[config.mk]
export PLATFORM = sky130hd
export DESIGN_NAME = insn_mem_loader
export DESIGN_NICKNAME = d
export VERILOG_FILES = /design/src/rtl/loader_pkg.sv /design/src/rtl/byte_packer.sv /design/src/rtl/insn_mem_loader.sv
export SDC_FILE = /design/constraint.sdc
export NUM_CORES = 1
export LEC_CHECK = 0
export CORE_ASPECT_RATIO = 0.7
export CORE_UTILIZATION = 25
export CTS_CLUSTER_SIZE = 10
export DETAILED_ROUTE_END_ITERATION = 16
export GPL_ROUTABILITY_DRIVEN = 0
export GPL_TIMING_DRIVEN = 0
export SYNTH_ARGS = -nofsm -noshare
export SYNTH_HDL_FRONTEND = slang
export SYNTH_HIERARCHICAL = 1
export SYNTH_SLANG_ARGS = --single-unit
export TNS_END_PERCENT = 1
[constraint.sdc]
create_clock -name clk -period 2.1 [get_ports clk]
set_input_delay 0.42 -clock clk [delete_from_list [all_inputs] [get_ports clk]]
set_output_delay 0.42 -clock clk [all_outputs]
set_load 0.02 [all_outputs]
[src/rtl/loader_pkg.sv]
// Shared definitions for the instruction-memory program loader:
// FSM state encoding and the byte counts of the header and of one word.
package loader_pkg;

  typedef enum logic [2:0] {
    ST_HDR  = 3'd0,
    ST_DATA = 3'd1,
    ST_CHK  = 3'd2,
    ST_DONE = 3'd3,
    ST_ERR  = 3'd4
  } loader_state_e;

  localparam int HDR_BYTES  = 4;
  localparam int WORD_BYTES = 4;

endpackage

[src/rtl/byte_packer.sv]
// Packs a stream of bytes little-endian into 32-bit words. The first byte
// of a word lands in bits 7:0. word_valid_o pulses combinationally in the
// cycle the last byte of a word is accepted, with word_o carrying that word.
module byte_packer
  import loader_pkg::*;
(
  input  logic        clk,
  input  logic        reset,
  input  logic        clear_i,
  input  logic        byte_valid_i,
  input  logic [7:0]  byte_i,
  output logic        word_valid_o,
  output logic [31:0] word_o
);

  localparam logic [1:0] LANE_LAST = 2'(WORD_BYTES - 1);

  logic [1:0]  lane_q, lane_d;
  logic [31:0] shift_q, shift_d;

  // New bytes enter at the top so that after a full word the oldest byte
  // sits in the least significant lane.
  always_comb begin
    lane_d  = lane_q;
    shift_d = shift_q;
    if (clear_i) begin
      lane_d  = '0;
      shift_d = '0;
    end else if (byte_valid_i) begin
      lane_d  = lane_q + 2'd1;
      shift_d = {byte_i, shift_q[31:8]};
    end
  end

  // Lane position and partial word registers.
  always_ff @(posedge clk) begin
    if (reset) begin
      lane_q  <= '0;
      shift_q <= '0;
    end else begin
      lane_q  <= lane_d;
      shift_q <= shift_d;
    end
  end

  assign word_valid_o = byte_valid_i && (lane_q == LANE_LAST);
  assign word_o       = {byte_i, shift_q[31:8]};

endmodule

[src/rtl/insn_mem_loader.sv]
// Hardware program loader. Receives a length-prefixed byte image over a
// valid/ready stream and writes it word by word into instruction memory
// from address 0, holding the core in reset until the image is complete.
// Optional trailing checksum byte: define LOADER_CHECKSUM_EN.
//
// Handshake: a byte transfers on a rising edge where in_valid && in_ready.
// in_ready depends only on the registered state, never on in_valid.
module insn_mem_loader
  import loader_pkg::*;
#(
  parameter int DEPTH  = 1024,
  parameter int ADDR_W = 10
) (
  input  logic              clk,
  input  logic              reset,
  input  logic [7:0]        in_data,
  input  logic              in_valid,
  output logic              in_ready,
  input  logic              restart,
  output logic              mem_we,
  output logic [ADDR_W-1:0] mem_addr,
  output logic [31:0]       mem_wdata,
  output logic              core_hold,
  output logic              done,
  output logic              error
);

`ifdef LOADER_CHECKSUM_EN
  localparam loader_state_e ST_AFTER_DATA = ST_CHK;
`else
  localparam loader_state_e ST_AFTER_DATA = ST_DONE;
`endif

  localparam logic [ADDR_W:0] CNT_ONE   = 1;
  localparam logic [31:0]     DEPTH_W32 = 32'(DEPTH);

  loader_state_e     state_q, state_d;
  logic [31:0]       count_q, count_d;
  logic [ADDR_W:0]   word_cnt_q, word_cnt_d;
  logic [ADDR_W:0]   word_cnt_inc;
  logic              mem_we_q, mem_we_d;
  logic [ADDR_W-1:0] mem_addr_q, mem_addr_d;
  logic [31:0]       mem_wdata_q, mem_wdata_d;
`ifdef LOADER_CHECKSUM_EN
  logic [7:0]        sum_q, sum_d;
`endif

  logic        accept;
  logic        pack_en;
  logic        pack_clear;
  logic        pack_word_valid;
  logic [31:0] pack_word;

  assign accept       = in_valid && in_ready;
  assign word_cnt_inc = word_cnt_q + CNT_ONE;

  // The header count and the data words share one packer.
  byte_packer u_packer (
    .clk          (clk),
    .reset        (reset),
    .clear_i      (pack_clear),
    .byte_valid_i (pack_en),
    .byte_i       (in_data),
    .word_valid_o (pack_word_valid),
    .word_o       (pack_word)
  );

  // Next-state logic: header decode, word writes, end-of-image and re-arm.
  always_comb begin
    state_d     = state_q;
    count_d     = count_q;
    word_cnt_d  = word_cnt_q;
    mem_we_d    = 1'b0;
    mem_addr_d  = mem_addr_q;
    mem_wdata_d = mem_wdata_q;
    pack_en     = 1'b0;
    pack_clear  = 1'b0;
`ifdef LOADER_CHECKSUM_EN
    sum_d       = sum_q;
`endif
    case (state_q)
      ST_HDR: begin
        pack_en = accept;
        if (pack_word_valid) begin
          count_d    = pack_word;
          word_cnt_d = '0;
          // Full 32-bit compare so that huge counts cannot alias into range.
          if (pack_word > DEPTH_W32) state_d = ST_ERR;
          else if (pack_word == 32'd0) state_d = ST_AFTER_DATA;
          else state_d = ST_DATA;
        end
      end
      ST_DATA: begin
        pack_en = accept;
`ifdef LOADER_CHECKSUM_EN
        if (accept) sum_d = sum_q + in_data;
`endif
        if (pack_word_valid) begin
          mem_we_d    = 1'b1;
          mem_addr_d  = word_cnt_q[ADDR_W-1:0];
          mem_wdata_d = pack_word;
          word_cnt_d  = word_cnt_inc;
          if (32'(word_cnt_inc) == count_q) state_d = ST_AFTER_DATA;
        end
      end
`ifdef LOADER_CHECKSUM_EN
      ST_CHK: begin
        if (accept) begin
          if ((sum_q + in_data) == 8'h00) state_d = ST_DONE;
          else state_d = ST_ERR;
        end
      end
`endif
      ST_DONE, ST_ERR: begin
        if (restart) begin
          state_d    = ST_HDR;
          count_d    = '0;
          word_cnt_d = '0;
          pack_clear = 1'b1;
`ifdef LOADER_CHECKSUM_EN
          sum_d      = '0;
`endif
        end
      end
      default: state_d = ST_HDR;
    endcase
  end

  // State and datapath registers; reset drops any pending write.
  always_ff @(posedge clk) begin
    if (reset) begin
      state_q     <= ST_HDR;
      count_q     <= '0;
      word_cnt_q  <= '0;
      mem_we_q    <= 1'b0;
      mem_addr_q  <= '0;
      mem_wdata_q <= '0;
`ifdef LOADER_CHECKSUM_EN
      sum_q       <= '0;
`endif
    end else begin
      state_q     <= state_d;
      count_q     <= count_d;
      word_cnt_q  <= word_cnt_d;
      mem_we_q    <= mem_we_d;
      mem_addr_q  <= mem_addr_d;
      mem_wdata_q <= mem_wdata_d;
`ifdef LOADER_CHECKSUM_EN
      sum_q       <= sum_d;
`endif
    end
  end

  assign in_ready  = (state_q == ST_HDR) || (state_q == ST_DATA) || (state_q == ST_CHK);
  assign core_hold = (state_q != ST_DONE);
  assign done      = (state_q == ST_DONE);
  assign error     = (state_q == ST_ERR);
  assign mem_we    = mem_we_q;
  assign mem_addr  = mem_addr_q;
  assign mem_wdata = mem_wdata_q;

endmodule

==> reports/metrics.csv <==
metric;value;unit
largest cells by area after synthesis;dfxtp_1 (47%), nand2_1 (9.9%), a21oi_1 (9.4%);
first-pass GRT wire length;23500;um
# DRC;0;
Mapped Cells;600;
startpoint types;flop;
vias in the first global route;4277;
routed len/inst;15.3;um
sequential area share after synthesis;0.469;
Setup WS pre-CTS;-0.825;ns
CTS tree;done;
worst-skew pair later-pin latency;0.42;ns
relative slew slack;0.580;
Final Hold Viols;0;
root buf cell;clkbuf_16;
estimated wirelength of the detail-placed design;10400;um
synthesized area per cell;8.19;sq um
Power Density;819;nW/um^2
outcome;finished, violations left;
clock period minus worst slack;2.12;ns
vias;4549;
worst endpoint required time;2.44;ns
initial antenna violation count;0;
# port buffers;58;
number of vias per cell;4.68;
Reg2Reg Setup Slack;-0.02;ns
Crit. End Element;flop;
top cell type's share of synthesized area;0.469;
largest net degree at the start of global routing;19;
total track usage;0.150;
Critical Path AT;2.47;ns
Die Area;20200;sq um
Post-synth EDFFs;0;
flops & latches, synth;115;
Cell Area, Synth;4910;sq um
filler cell count in the final layout;1976;
Clock Path Buffers;2;
Core Util, Final;0.360;
clk_skew;0.00979;ns
Final #Nets;708;
routing usage on met1;0.237;
# IOs;59;
critical-path maximum fanout;10;
measured slew at the worst slew-check pin;0.629;ns
top_reg_cell synth;dfxtp_1;
cell row count;42;
Synth top cells by count;nand2_1 (129), dfxtp_1 (115), a21oi_1 (92);
Post-Route WL;14900;um
Die W;170;um
gr busiest metal;met1;
Die H;119;um
Max VDD drop;0.479;mV
H-tree depth;4;
HP Class;reg2reg;
final worst slack;-0.0244;ns
synth unique cells;42;
period utilization;1.01;
drt initial violations;449;
most common cell in the netlist;nand2_1;
Mapped Nets;614;
DRT Pass-1 Iters;5;
top achievable clock speed;471;MHz
yosys warns;6;
Inserted Diodes;0;
failing checks;negative setup slack;
Yosys top cell by area;dfxtp_1;
Layout area overhead;39.7;%
CP Class;reg2reg;
LEAKAGE;2.42;nW
core box area;19100;sq um
placed insts;922;
Setup-failing EPs final;5;
Slew Viols, Final;0;
DRT antenna net count;0;
async set or reset register ratio after synthesis;0;
register clock-pin slew on the reported worst setup and hold paths;0.06;ns
total grt overflow;0;
final std cells w/o fill;971;
CTS Buf Count;17;
grt met3 use;0.0362;
layout cells sized above 1;0.181;
initial cell density of the core;0.258;
Max-cap violations;0;
met2 usage;0.191;
Sink Count;115;
RSZ-0062 raised after global routing;true;
==> layout make-up <==
class / count / area [sq um] / area share
buffer: 51 / 412 / 0.0600
multi-input combinational: 430 / 2440 / 0.355
clock buffer: 19 / 453 / 0.0660
clock inverter: 13 / 174 / 0.0253
timing repair buffer: 76 / 743 / 0.108
sequential: 115 / 2300 / 0.336
tap: 264 / 330 / 0.0481
inverter: 3 / 11.3 / 0.00164
==> cell families after synthesis <==
family / share of synthesized area
adder cells (fa/ha/maj): 0.00509
buffers and inverters: 0.0700
XOR/XNOR: 0.0267
multiplexers: 0.0530
AO/OA/AOI/OAI: 0.130
AND/OR/NAND/NOR: 0.247
flip-flops: 0.469
==> cell usage in the layout (no fill, tap or decap), drive strengths merged, types with 3 or more instances in the layout <==
| master | instances |
|---|---|
| nor2 | 49 |
| xor2 | 3 |
| nand3 | 40 |
| clkinvlp | 3 |
| or3 | 5 |
| nor3 | 5 |
| clkdlybuf4s50 | 56 |
| nand2 | 129 |
| a21oi | 92 |
| clkinv | 4 |
| nand3b | 6 |
| nand4 | 5 |
| dfxtp | 115 |
| and3 | 4 |
| o21ai | 13 |
| clkbuf | 38 |
| and2 | 3 |
| mux2i | 26 |
| xnor2 | 12 |
| buf | 50 |
| nor4 | 14 |
| a211oi | 4 |
| bufinv | 3 |
| inv | 6 |
==> stage by stage <==
stage	TNS [ns]	total power [mW]	instance area, sq um	hold WS [ns]
final	-0.0819	5.63	6870	0.453
after detailed placement	-67.48	2.60	5890	0.448
after CTS	-6.63	5.63	6640	0.456
after global placement	-65.99	2.59	5890	0.444
after global routing	-6.90	5.81	6870	0.474
after floorplan	-0.585	2.49	4980	0.432
==> worst max-delay path, stage by stage (launching register included) <==
cell and delay, ns:
dfxtp_1 0.30, buf_6 0.14, nor2_4 0.11, and2_4 0.15, buf_12 0.12, and2_4 0.19, nand2b_4 0.07, a21oi_4 0.21
nand3_4 0.14, buf_4 0.18, or3_1 0.31, a21oi_1 0.14
==> sequential cells by signal (all words and copies together), names as in the netlist <==
register          flops
mem_addr             10
mem_wdata            32
state_q               3
u_packer/lane_q       2
count_q              32
word_cnt_q           11
u_packer/shift_q     24
mem_we                1
==> what timing repair did <==
item | CTS | global route
setup buffers | 6 | 11
cloned | 0 | 1
pin swaps | 6 | 11
resized for setup | 28 | 26
setup endpoints to repair | 117 | 111
hold buffers | 0 | 0
==> power by group <==
group	internal, mW	switching, mW
Sequential	2.21	0.0422
Clock	1.95	1.09
Combinational	0.143	0.190
==> final timing paths <==
kind | cells after the start | startpoint | to
setup / recovery | 11 | state_q[2] | word_cnt_q[3]
hold / removal | 2 | mem_addr[4] | mem_addr[4]
setup reg to reg | 11 | state_q[2] | word_cnt_q[3]
hold reg to reg | 2 | mem_addr[4] | mem_addr[4]
==> routing by layer <==
metal | share of wire | wire length (um) | up-vias
li1 | - | - | 2241
met1 | 0.54 | 8070 | 2143
met2 | 0.38 | 5710 | 146
met3 | 0.060 | 889 | 19
met4 | 0.013 | 195 | 0
met5 | 0 | 0 | -
No activity file was read; power rests on OpenSTA's default activity.
